<file path="src/rtl/nprime0_writer.sv">
// nprime0_writer
// Computes the Montgomery constant n'0 = -n0^-1 mod 2^DATA_WIDTH from the low
// modulus word n0 and writes it to word 0 of the single-word nprime0 memory.
// The computation retires one result bit per cycle, so an odd n0 takes
// DATA_WIDTH+2 cycles from accept to done. An even n0 has no inverse: the
// block flags error and skips the memory write.
//
// Ports
//   clock        rising-edge clock
//   reset_n      asynchronous active-low reset
//   start        request pulse; n0 is captured on the accepting edge
//   n0           low modulus word
//   busy         high while a request is in flight (through the done cycle)
//   done         one-cycle completion pulse (success or error)
//   error        captured n0 was even; held until the next accepted start
//   nprime0      result register (Y)
//   mem_address  memory write address, always word 0
//   mem_data     memory write data, nonzero only in the write cycle
//   mem_wren     memory write enable, one cycle per successful computation
module nprime0_writer #(
   parameter int DATA_WIDTH = 32
) (
   input  logic                  clock,
   input  logic                  reset_n,
   input  logic                  start,
   input  logic [DATA_WIDTH-1:0] n0,
   output logic                  busy,
   output logic                  done,
   output logic                  error,
   output logic [DATA_WIDTH-1:0] nprime0,
   output logic                  mem_address,
   output logic [DATA_WIDTH-1:0] mem_data,
   output logic                  mem_wren
);

   localparam int IW = (DATA_WIDTH > 2) ? $clog2(DATA_WIDTH) : 1;
   localparam logic [IW-1:0] LAST_I = IW'(DATA_WIDTH - 1);
   localparam logic [DATA_WIDTH-1:0] ONE = DATA_WIDTH'(1);

   typedef enum logic [1:0] {IDLE, CALC, WRITE, FIN} state_t;

   state_t                state;
   logic [DATA_WIDTH-1:0] n_reg;   // captured modulus word N
   logic [DATA_WIDTH-1:0] a_reg;   // running low bits of N*Y
   logic [DATA_WIDTH-1:0] y_reg;   // result under construction
   logic [IW-1:0]         i_reg;   // bit being decided this cycle

   logic [DATA_WIDTH-1:0] a_nxt;
   logic [DATA_WIDTH-1:0] y_nxt;
   logic                  accept;

   // Bit i of N*Y must end up 1. If it is currently 0, setting Y[i] adds
   // N<<i to the product; since N is odd this flips bit i and never touches
   // lower bits. Carries above DATA_WIDTH are irrelevant and dropped.
   always_comb begin
      a_nxt = a_reg;
      y_nxt = y_reg;
      if (!a_reg[i_reg]) begin
         a_nxt = a_reg + (n_reg << i_reg);
         y_nxt = y_reg | (ONE << i_reg);
      end
   end

   // The done cycle's closing edge already counts as idle, so a start
   // presented there (or held high) is taken without a dead cycle.
   assign accept = start && ((state == IDLE) || (state == FIN));

   assign nprime0     = y_reg;
   assign mem_address = 1'b0;

   always_ff @(posedge clock or negedge reset_n) begin
      if (!reset_n) begin
         state    <= IDLE;
         n_reg    <= '0;
         a_reg    <= '0;
         y_reg    <= '0;
         i_reg    <= '0;
         busy     <= 1'b0;
         done     <= 1'b0;
         error    <= 1'b0;
         mem_data <= '0;
         mem_wren <= 1'b0;
      end else begin
         done     <= 1'b0;
         mem_wren <= 1'b0;
         mem_data <= '0;
         if (accept) begin
            busy <= 1'b1;
            if (n0[0]) begin
               n_reg <= n0;
               a_reg <= '0;
               y_reg <= '0;
               i_reg <= '0;
               error <= 1'b0;
               state <= CALC;
            end else begin
               // Even modulus: report straight away, leave memory alone.
               y_reg <= '0;
               error <= 1'b1;
               done  <= 1'b1;
               state <= FIN;
            end
         end else begin
            case (state)
               IDLE: ;
               CALC: begin
                  a_reg <= a_nxt;
                  y_reg <= y_nxt;
                  i_reg <= i_reg + 1'b1;
                  if (i_reg == LAST_I) begin
                     // Write strobe is set up here so it is a clean
                     // registered pulse during the WRITE cycle.
                     mem_wren <= 1'b1;
                     mem_data <= y_nxt;
                     state    <= WRITE;
                  end
               end
               WRITE: begin
                  done  <= 1'b1;
                  state <= FIN;
               end
               FIN: begin
                  busy  <= 1'b0;
                  state <= IDLE;
               end
               default: state <= IDLE;
            endcase
         end
      end
   end

endmodule

</file>
<file path="config.mk">
export PLATFORM = sky130hd
export DESIGN_NAME = nprime0_writer
export DESIGN_NICKNAME = d
export VERILOG_FILES = /design/src/rtl/nprime0_writer.sv
export SDC_FILE = /design/constraint.sdc
export NUM_CORES = 1
export LEC_CHECK = 0
export BUFFER_PORTS_ARGS = -buffer_cell sky130_fd_sc_hd__buf_4
export CORE_ASPECT_RATIO = 0.8
export CORE_MARGIN = 10
export CORE_UTILIZATION = 31
export CTS_CLUSTER_DIAMETER = 30
export DETAILED_ROUTE_END_ITERATION = 16
export PLACE_DENSITY = 0.53
export SYNTH_ARGS = -nofsm -noshare
export SYNTH_HDL_FRONTEND = slang
export SYNTH_SLANG_ARGS = --single-unit
</file>
<file path="constraint.sdc">
create_clock -name clock -period 5.6 [get_ports clock]
set_clock_uncertainty 0.1 [all_clocks]
set_input_delay 1.12 -clock clock [delete_from_list [all_inputs] [get_ports clock]]
set_output_delay 1.12 -clock clock [all_outputs]
set_load 0.005 [all_outputs]
</file>
==> results of run 1 <==
[power breakdown]
part           switching (W)  internal (W)
clock network       0.000535      0.000638
logic                0.00260       0.00181
registers           0.000254       0.00126
total                0.00339       0.00371
[worst paths after layout]
| path | slack, ns | from | cells after the start | endpoint |
|---|---|---|---|---|
| max in group asynchronous | 3.53 | reset_n | 2 | a_reg[11] |
| setup reg to reg | 0.67 | i_reg[1] | 16 | a_reg[31] |
| hold / removal | 0.38 | error | 2 | error |
| min in group asynchronous | 0.69 | reset_n | 1 | state[1] |
| hold reg to reg | 0.38 | error | 2 | error |
| setup / recovery | 0.67 | i_reg[1] | 16 | a_reg[31] |
[synthesized netlist by cell type (2+ instances only)]
master    number  area [sq um]
o31ai_2        2          25.0
and2_1         7          43.8
ha_1          42           526
buf_2         10          50.1
or2_2          3          18.8
clkbuf_1      35           131
mux2i_1       37           370
a31oi_1       22           138
buf_1         12          45.0
nand2_1       79           297
mux2_4         3          45.0
buf_6          3          33.8
nor3_1         3          15.0
xor2_1        14           123
nand3_1       42           210
nor2_1       118           443
dfrtp_1      139          3480
and3_1        17           106
xnor2_1       12           105
a32o_1         5          50.1
mux2_2        43           484
mux4_1         3          78.8
nand4_1        5          31.3
buf_12         2          40.0
nor2b_1        5          31.3
a21oi_1       95           475
nand2b_1       5          31.3
a22o_1         3          26.3
a21o_1        21           158
o311ai_1       2          17.5
a211oi_1       8          60.1
inv_1         20          75.1
o21ai_0       68           340
o31ai_1        2          15.0
o21a_1         6          45.0
mux4_2        14           315
o211ai_1       5          37.5
o21bai_1       5          37.5
o21ai_2        2          17.5
o22ai_1        9          56.3
[logic make-up after synthesis]
logic type | after synthesis
fa+ha+maj | 43
mux | 100
xor+xnor | 26
buf+inv | 85
compound gates | 267
other cells | 1
flops | 139
simple gates | 289
[routing by layer]
layer | share of wire | vias to the layer above | wire (um) | global-route usage
met1 | 0.50 | 3540 | 12900 | 0.205
met3 | 0.060 | 12 | 1530 | 0.0310
li1 | - | 3568 | - | -
met5 | 0 | - | 0 | 0
met4 | 0.0059 | 0 | 153 | 0.0262
met2 | 0.43 | 209 | 11100 | 0.216
[cells in the final DEF, fill, tap and decap left out, types with 8 or more instances in the layout]
master     synthesis  layout
a211oi_1           8       8
a21o_1            21      21
a21oi_1           95      95
a31oi_1           22      22
and3_1            17      17
buf_4              1     116
clkbuf_16          0      17
dfrtp_1          139     138
ha_1              42      42
inv_1             20      20
mux2_2            43      43
mux2i_1           37      37
mux4_2            14      14
nand2_1           79      79
nand3_1           42      42
nor2_1           118     118
o21ai_0           68      68
o22ai_1            9       9
xnor2_1           12      12
xor2_1            14      14
[final cells by class]
class                      count  area share
tap                          370      0.0442
sequential                   139       0.332
inverter                      22     0.00788
clock inverter                15      0.0167
multi-input combinational    726       0.474
timing repair buffer         117      0.0842
clock buffer                  17      0.0406
[worst max-delay path, cell delays in order (launching register included)]
cell      delay (ns)
dfrtp_2         0.71
buf_4           0.38
inv_1           0.17
a31oi_1         0.32
nor2_1          0.07
a21oi_1         0.31
a21oi_1         0.13
a22o_1          0.26
ha_1            0.41
a21oi_1         0.23
o21ai_0         0.15
a221o_1         0.34
or3b_2          0.44
o21ai_0         0.23
mux2i_1         0.13
o311ai_1        0.28
o41ai_1         0.12
[metrics by stage]
stage	setup slack, ns	hold slack [ns]	power (W)	instance area, sq um
6_report	0.675	0.383	0.00710	10500
5_1_grt	0.369	0.433	0.00769	10500
4_1_cts	0.736	0.391	0.00708	10500
3_5_place_dp	0.780	0.377	0.00587	9880
3_3_place_gp	0.947	0.365	0.00589	9880
2_1_floorplan	1.07	0.348	0.00482	8830
==> impl_metrics.env, run 1 <==
export IMPL_status="complete, no violations"
export IMPL_drt_total_wl_um=25700
export IMPL_holdBufCountCts=0
export IMPL_syn_area_per_cell_sq_um=9.30
export IMPL_min_period_ns=4.93
export IMPL_yosys_mux_area_fraction=0.147
export IMPL_seq_area_sq_um=3480
export IMPL_post_cts_buffers=0
export IMPL_fmax_mhz=203
export IMPL_grt_max_degree=96
export IMPL_period_share=0.880
export IMPL_startpoint_type="flip-flop"
export IMPL_finalHoldViolCount=0
export IMPL_synth_ff_type="dfrtp_1"
export IMPL_root_buffer="clkbuf_16"
export IMPL_p_per_area_nw_per_um2=677
export IMPL_cp_required_ns=5.79
export IMPL_antenna_found_initial=0
export IMPL_drt_iter0_markers=614
export IMPL_gp_congestion=0.872
export IMPL_final_instance_count_excl_fill=1406
export IMPL_ys_warn_count=0
export IMPL_cts_resized=0
export IMPL_track_usage=0.143
export IMPL_worst_pin_slew_ns=1.07
export IMPL_rsz0062_at_grt="no"
export IMPL_peakVddDrop_uv=291
export IMPL_ioPinCount=104
export IMPL_setup_viol=0
export IMPL_io_buffers=102
export IMPL_h_tree_depth=4
export IMPL_cts_buffers=17
export IMPL_utilization=0.372
export IMPL_tns_ns=0
export IMPL_crit_fanout=21
export IMPL_dpl_hpwl_um=18600
export IMPL_initial_core_util=0.314
export IMPL_vias=7329
export IMPL_synth_top_family_by_area="compound AO/OA/AOI/OAI gates"
export IMPL_max_slew_margin=0.288
export IMPL_final_fill_count=2836
export IMPL_clk_latency_ns=0.43
export IMPL_cts_tree="built"
export IMPL_dieWidth_um=209
export IMPL_synth_edf_count=0
export IMPL_path_class="flip-flop to flip-flop"
export IMPL_rows=55
export IMPL_syn_to_final_growth_pct=18.6
export IMPL_dp_cells=1374
export IMPL_worstSetupEndpointType="flip-flop"
export IMPL_multi_input_area_sq_um=4970
export IMPL_cts_path_max_buffers=2
export IMPL_grt_pass1_vias=7155
export IMPL_p_leak_nw=4.90
export IMPL_coreArea_sq_um=28100
export IMPL_final_nets=1101
export IMPL_clk_pin_slew_ns=0.07
export IMPL_cp_arrival_ns=5.11
export IMPL_synth_fp_nets=1028
export IMPL_drc=0
export IMPL_netlist_area_sq_um=8830
export IMPL_hold_class="flip-flop to flip-flop"
export IMPL_async_reset_ff_frac=1.00
export IMPL_synth_compound_area_frac=0.184
export IMPL_synth_cells=950
export IMPL_slew_viol_final=0
export IMPL_drive_above_1_share=0.214
export IMPL_synth_simple_area_share=0.144
export IMPL_antenna_cells=0
export IMPL_cap_viol_max_count=0
export IMPL_antenna_left=0
export IMPL_synth_xor_area_share=0.0258
export IMPL_clock_sinks=139
export IMPL_fp_dieH_um=171
export IMPL_vias_per_cell=5.21
export IMPL_gr_total_overflow=0
export IMPL_grt_pass1_wl_um=41200
export IMPL_synthAdderAreaFrac=0.0618
export IMPL_ys_seq_elements=139
export IMPL_ys_seq_area_frac=0.394
export IMPL_ys_types=62
export IMPL_wl_per_cell_um=18.3
export IMPL_dr_pass1_iters=6
export IMPL_die_area_sq_um=35700
No activity file was read; power rests on OpenSTA's default activity.
==> run 2: changes to the inputs <==
Settings changed: RECOVER_POWER set to 50.
Clock period 5.6 ns to 4.7 ns, I/O delays scaled along.
==> run 2 against run 1 <==
Against the previous run:
- the flow now finishes with violations (max-capacitance violations, max-slew violations)
- maximum frequency up 10%
- cell count up 1.5%
- utilization up 0.48 points
- routed wire length up 3.3%
- worst setup slack worse by 0.45 ns
- sequential cell count unchanged
- power up 22%
- non-clock buffer count up 21
- register-to-register slack worse by 0.45 ns
- sequential power up 18%
- sequential share of layout area down 0.40 points
- largest cell class unchanged
- largest power group unchanged
==> impl_metrics.env, run 2 (synthesis results as in run 1) <==
export IMPL_setup_viol=0
export IMPL_syn_to_final_growth_pct=20.2
export IMPL_finalPower_w=0.00865
export IMPL_peakVddDrop_uv=390
export IMPL_worst_pin_slew_ns=2.36
export IMPL_antenna_found_initial=0
export IMPL_root_buffer="clkbuf_16"
export IMPL_failed_checks="max-capacitance violations, max-slew violations"
export IMPL_coreArea_sq_um=28100
export IMPL_grt_pass1_vias=7437
export IMPL_h_tree_depth=4
export IMPL_final_cell_mix="138 x dfrtp_1, 118 x nor2_1, 103 x buf_4"
export IMPL_fp_dieH_um=171
export IMPL_pwr_share_clk=0.160
export IMPL_drt_iter0_markers=611
export IMPL_dr_pass1_iters=5
export IMPL_clk_latency_ns=0.44
export IMPL_drc=0
export IMPL_fmax_mhz=223
export IMPL_finalHoldViolCount=0
export IMPL_cts_tree="built"
export IMPL_status="finished, violations left"
export IMPL_cts_buffers=17
export IMPL_cp_required_ns=4.89
export IMPL_clk_pin_slew_ns=0.07
export IMPL_comb_power_share=0.632
export IMPL_p_seq_frac=0.208
export IMPL_p_leak_nw=4.96
export IMPL_drt_total_wl_um=26600
export IMPL_dpl_hpwl_um=19700
export IMPL_final_fill_count=2830
export IMPL_multi_input_area_sq_um=4980
export IMPL_dieWidth_um=209
export IMPL_grt_max_degree=87
export IMPL_r2r_cells=14
export IMPL_swShare=0.474
export IMPL_cts_path_max_buffers=2
export IMPL_min_path_cells=1
export IMPL_startpoint_type="flip-flop"
export IMPL_ioPinCount=104
export IMPL_internal_power_w=0.00455
export IMPL_vias_per_cell=5.26
export IMPL_crit_fanout=15
export IMPL_cp_arrival_ns=4.67
export IMPL_layout_commonest_cell="dfrtp_1"
export IMPL_worstSetupEndpointType="flip-flop"
export IMPL_seq_area_sq_um=3480
export IMPL_antenna_cells=0
export IMPL_gr_total_overflow=0
export IMPL_drive_above_1_share=0.222
export IMPL_vias=7500
export IMPL_wl_per_cell_um=18.6
export IMPL_gp_congestion=0.913
export IMPL_min_period_ns=4.47
export IMPL_tns_ns=0
export IMPL_track_usage=0.148
export IMPL_holdBufCountCts=0
export IMPL_period_share=0.952
export IMPL_die_area_sq_um=35700
export IMPL_rsz0062_at_grt="no"
export IMPL_path_class="flip-flop to flip-flop"
export IMPL_rows=55
export IMPL_final_nets=1122
export IMPL_p_per_area_nw_per_um2=815
export IMPL_p_switching_w=0.00410
export IMPL_initial_core_util=0.314
export IMPL_grt_pass1_wl_um=42500
export IMPL_slew_viol_final=152
export IMPL_hold_class="flip-flop to flip-flop"
export IMPL_antenna_left=0
export IMPL_clock_sinks=139
export IMPL_cap_viol_max_count=3
export IMPL_max_slew_margin=-0.576
export IMPL_io_buffers=102
[run 2: changes by cell type in the layout (fill, tap and decap cells not counted), sizes merged]
cell / previous run / this run
buf: 117 / 104
inv: 28 / 30
clkinvlp: 2 / 1
clkinv: 6 / 5
clkbuf: 17 / 51
[run 2: final timing paths]
kind,start,to,slack (ns)
worst max register to register,i_reg[1],a_reg[31],0.23
worst max-delay path,i_reg[1],a_reg[31],0.23
min in group asynchronous,reset_n,done,1.08
max in group asynchronous,reset_n,n_reg[13],1.00
worst min register to register,a_reg[31],a_reg[31],0.39
worst min-delay path,a_reg[31],a_reg[31],0.39
[run 2: stage by stage]
step	hold WS, ns	instance area [sq um]	std cells	setup slack (ns)	util
6_report	0.390	10600	1427	0.225	0.377
5_1_grt	0.406	10600	1427	0.0540	0.377
4_1_cts	0.390	10600	1424	0.0674	0.377
3_5_place_dp	0.379	10000	1392	0.139	0.356
3_3_place_gp	0.371	10000	1392	0.205	0.356
2_1_floorplan	0.348	8830	950	0.171	-
[run 2: routing by layer]
layer / vias up / track usage / part of all wire
met1: 3650 / 0.209 / 0.50
met5: - / 0 / 0
met3: 27 / 0.0286 / 0.049
met4: 0 / 0.0381 / 0.012
met2: 222 / 0.228 / 0.44
li1: 3601 / - / -
[run 2: cell type report]
class / count / share of cell area
clock inverters: 15 / 0.0161
clock buffers: 17 / 0.0401
well taps: 370 / 0.0436
multi-input cells: 726 / 0.469
repair buffers: 138 / 0.0950
inverters: 22 / 0.00778
flip-flops and latches: 139 / 0.328
[run 2: power groups by stage]
| stage | clock network (W) | registers [W] | logic [W] |
|---|---|---|---|
| finish | 0.00138 | 0.00180 | 0.00547 |
| global route | 0.00147 | 0.00184 | 0.00606 |
| global placement | 0 | 0.00182 | 0.00536 |
| detailed placement | 0 | 0.00182 | 0.00537 |
| floorplan | 0 | 0.00169 | 0.00406 |
| CTS | 0.00142 | 0.00180 | 0.00541 |
[run 2: critical path, cell delays in order, from the launching register on]
cell	delay (ns)
dfrtp_4	0.57
buf_4	0.19
mux2i_1	0.15
mux4_2	0.53
mux2_2	0.30
o21ai_1	0.24
ha_1	0.34
and3_1	0.24
and2_1	0.16
a221o_1	0.34
or3b_2	0.45
o21ai_1	0.19
mux2i_1	0.12
o311ai_1	0.29
o41ai_1	0.11
[run 2: what timing repair did]
item,in CTS,in global routing
gates resized for setup,0,5
setup buffers,0,3
endpoints found under the setup margin,0,1
==> run 3: changes to the inputs <==
Settings changed: CTS_BUF_LIST set to sky130_fd_sc_hd__clkbuf_16, RECOVER_POWER 50 to 25.
==> run 3 against run 2 <==
Against the previous run:
- the run still ends with max-capacitance violations, max-slew violations left
- final area up 0.35%
- worst setup slack better by 0.025 ns
- maximum frequency up 0.56%
- cell count unchanged
- non-clock buffer count unchanged
- clock power about the same
- combinational power about the same
- sequential cell count unchanged
- power down 0.12%
- sequential power about the same
- critical path type unchanged
- critical endpoint unchanged
==> impl_metrics.env, run 3 (synthesis results as in run 1) <==
export IMPL_final_nets=1122
export IMPL_p_leak_nw=5.02
export IMPL_crit_fanout=15
export IMPL_setup_viol=0
export IMPL_dpl_hpwl_um=19700
export IMPL_drt_iter0_markers=584
export IMPL_rsz0062_at_grt="no"
export IMPL_holdBufCountCts=0
export IMPL_grtUsageMet1=0.209
export IMPL_cts_tree="built"
export IMPL_h_tree_depth=4
export IMPL_gp_congestion=0.913
export IMPL_critical_path_max_stage_delay_ns=0.57
export IMPL_vias=7504
export IMPL_syn_to_final_growth_pct=20.6
export IMPL_status="finished, violations left"
export IMPL_failed_checks="max-capacitance violations, max-slew violations"
export IMPL_finalHoldViolCount=0
export IMPL_drive_above_1_share=0.232
export IMPL_period_share=0.947
export IMPL_max_slew_margin=-0.580
export IMPL_slowest_stage="dfrtp_4"
export IMPL_critPathBufInv=1
export IMPL_comb_power_share=0.632
export IMPL_fmax_mhz=225
export IMPL_worst_pin_slew_ns=2.37
export IMPL_peakVddDrop_uv=390
export IMPL_antenna_left=0
export IMPL_track_usage=0.148
export IMPL_p_per_area_nw_per_um2=811
export IMPL_gr_total_overflow=0
export IMPL_root_buffer="clkbuf_16"
export IMPL_dieWidth_um=209
export IMPL_cts_path_max_buffers=2
export IMPL_drc=0
export IMPL_cp_top_family="compound AO/OA/AOI/OAI gates"
export IMPL_antenna_found_initial=0
export IMPL_grt_util_met2=0.228
export IMPL_swShare=0.473
export IMPL_initial_core_util=0.314
export IMPL_slew_viol_final=87
export IMPL_cp_arrival_ns=4.64
export IMPL_ioPinCount=104
export IMPL_startpoint_type="flip-flop"
export IMPL_drt_total_wl_um=26500
export IMPL_whs_ns=0.388
export IMPL_path_class="flip-flop to flip-flop"
export IMPL_final_fill_count=2826
export IMPL_top_usage_layer="met2"
export IMPL_min_period_ns=4.45
export IMPL_pre_cts_slack_ns=0.139
export IMPL_wl_per_cell_um=18.6
export IMPL_vias_per_cell=5.26
export IMPL_coreArea_sq_um=28100
export IMPL_layout_commonest_cell="dfrtp_1"
export IMPL_pwr_share_clk=0.160
export IMPL_final_cell_mix="138 x dfrtp_1, 136 x buf_4, 118 x nor2_1"
export IMPL_grt_max_degree=87
export IMPL_io_buffers=102
export IMPL_rows=55
export IMPL_clk_latency_ns=0.44
export IMPL_use_met3=0.0286
export IMPL_grt_pass1_vias=7437
export IMPL_die_area_sq_um=35700
export IMPL_fp_dieH_um=171
export IMPL_crit_path_cell_trace="buf_4, mux2i_1, mux4_2, mux2_2, o21ai_1, ha_1, and3_1, and2_1, a221o_1, or3b_2, o21ai_1, mux2i_1, o311ai_1, o41ai_1"
export IMPL_p_seq_frac=0.208
export IMPL_setup_slack_ns=0.250
export IMPL_grt_pass1_wl_um=42500
export IMPL_hold_class="flip-flop to flip-flop"
export IMPL_internal_power_w=0.00455
export IMPL_tns_ns=0
export IMPL_clock_sinks=139
export IMPL_cap_viol_max_count=1
export IMPL_cp_required_ns=4.89
export IMPL_clk_pin_slew_ns=0.07
export IMPL_worstSetupEndpointType="flip-flop"
export IMPL_p_switching_w=0.00409
export IMPL_cts_buffers=17
export IMPL_antenna_cells=0
export IMPL_dr_pass1_iters=6
-- run 3: metal layers --
metal,vias up,wire length [um],part of all wire
met3,23,1500,0.056
met1,3643,13100,0.49
met4,0,273,0.010
li1,3598,-,-
met2,240,11700,0.44
met5,-,0,0
-- run 3: metrics by stage --
step                      cells  cell area (sq um)  total power, W  utilization
final                      1427              10700         0.00864        0.378
after CTS                  1424              10600         0.00863        0.377
after detailed placement   1392              10000         0.00719        0.356
after floorplan             950               8830         0.00575            -
after global routing       1427              10700         0.00937        0.378
after global placement     1392              10000         0.00718        0.356
-- run 3: final cells by class --
type                            instances  area, sq um  area share
Clock buffer                           17          425      0.0399
Clock inverter                         15          171      0.0161
Inverter                               22         82.6     0.00775
Multi-Input combinational cell        726         4980       0.468
Sequential cell                       139         3480       0.327
Tap cell                              370          463      0.0435
Timing Repair Buffer                  138         1050      0.0982
-- run 3: what timing repair did --
item | 4_1_cts | 5_1_grt
buffers inserted | 0 | 3
resized for setup | 0 | 5
setup endpoints to repair | 0 | 1
-- run 3: worst paths after layout --
kind	startpoint	endpoint	slack (ns)	cells past startpoint
setup / recovery	i_reg[1]	a_reg[31]	0.25	14
hold / removal	a_reg[31]	a_reg[31]	0.39	1
setup reg to reg	i_reg[1]	a_reg[31]	0.25	14
hold reg to reg	a_reg[31]	a_reg[31]	0.39	1
max in group asynchronous	reset_n	i_reg[1]	1.74	1
min in group asynchronous	reset_n	done	1.08	1
-- run 3: power groups by stage --
| stage | logic (W) | registers, W | clock network (W) |
|---|---|---|---|
| 2_1_floorplan | 0.00406 | 0.00169 | 0 |
| 3_3_place_gp | 0.00536 | 0.00182 | 0 |
| 3_5_place_dp | 0.00537 | 0.00182 | 0 |
| 4_1_cts | 0.00541 | 0.00180 | 0.00142 |
| 5_1_grt | 0.00606 | 0.00184 | 0.00147 |
| 6_report | 0.00546 | 0.00180 | 0.00138 |
-- run 3: worst register-to-register path, delay by kind of cell, from the launching register on --
| kind | cells | cell delay [ns] |
|---|---|---|
| multiplexers | 4 | 1.10 |
| adder cells (fa/ha/maj) | 1 | 0.34 |
| flip-flops | 1 | 0.57 |
| buffers and inverters | 1 | 0.18 |
| AND/OR/NAND/NOR | 3 | 0.85 |
| AO/OA/AOI/OAI | 5 | 1.17 |
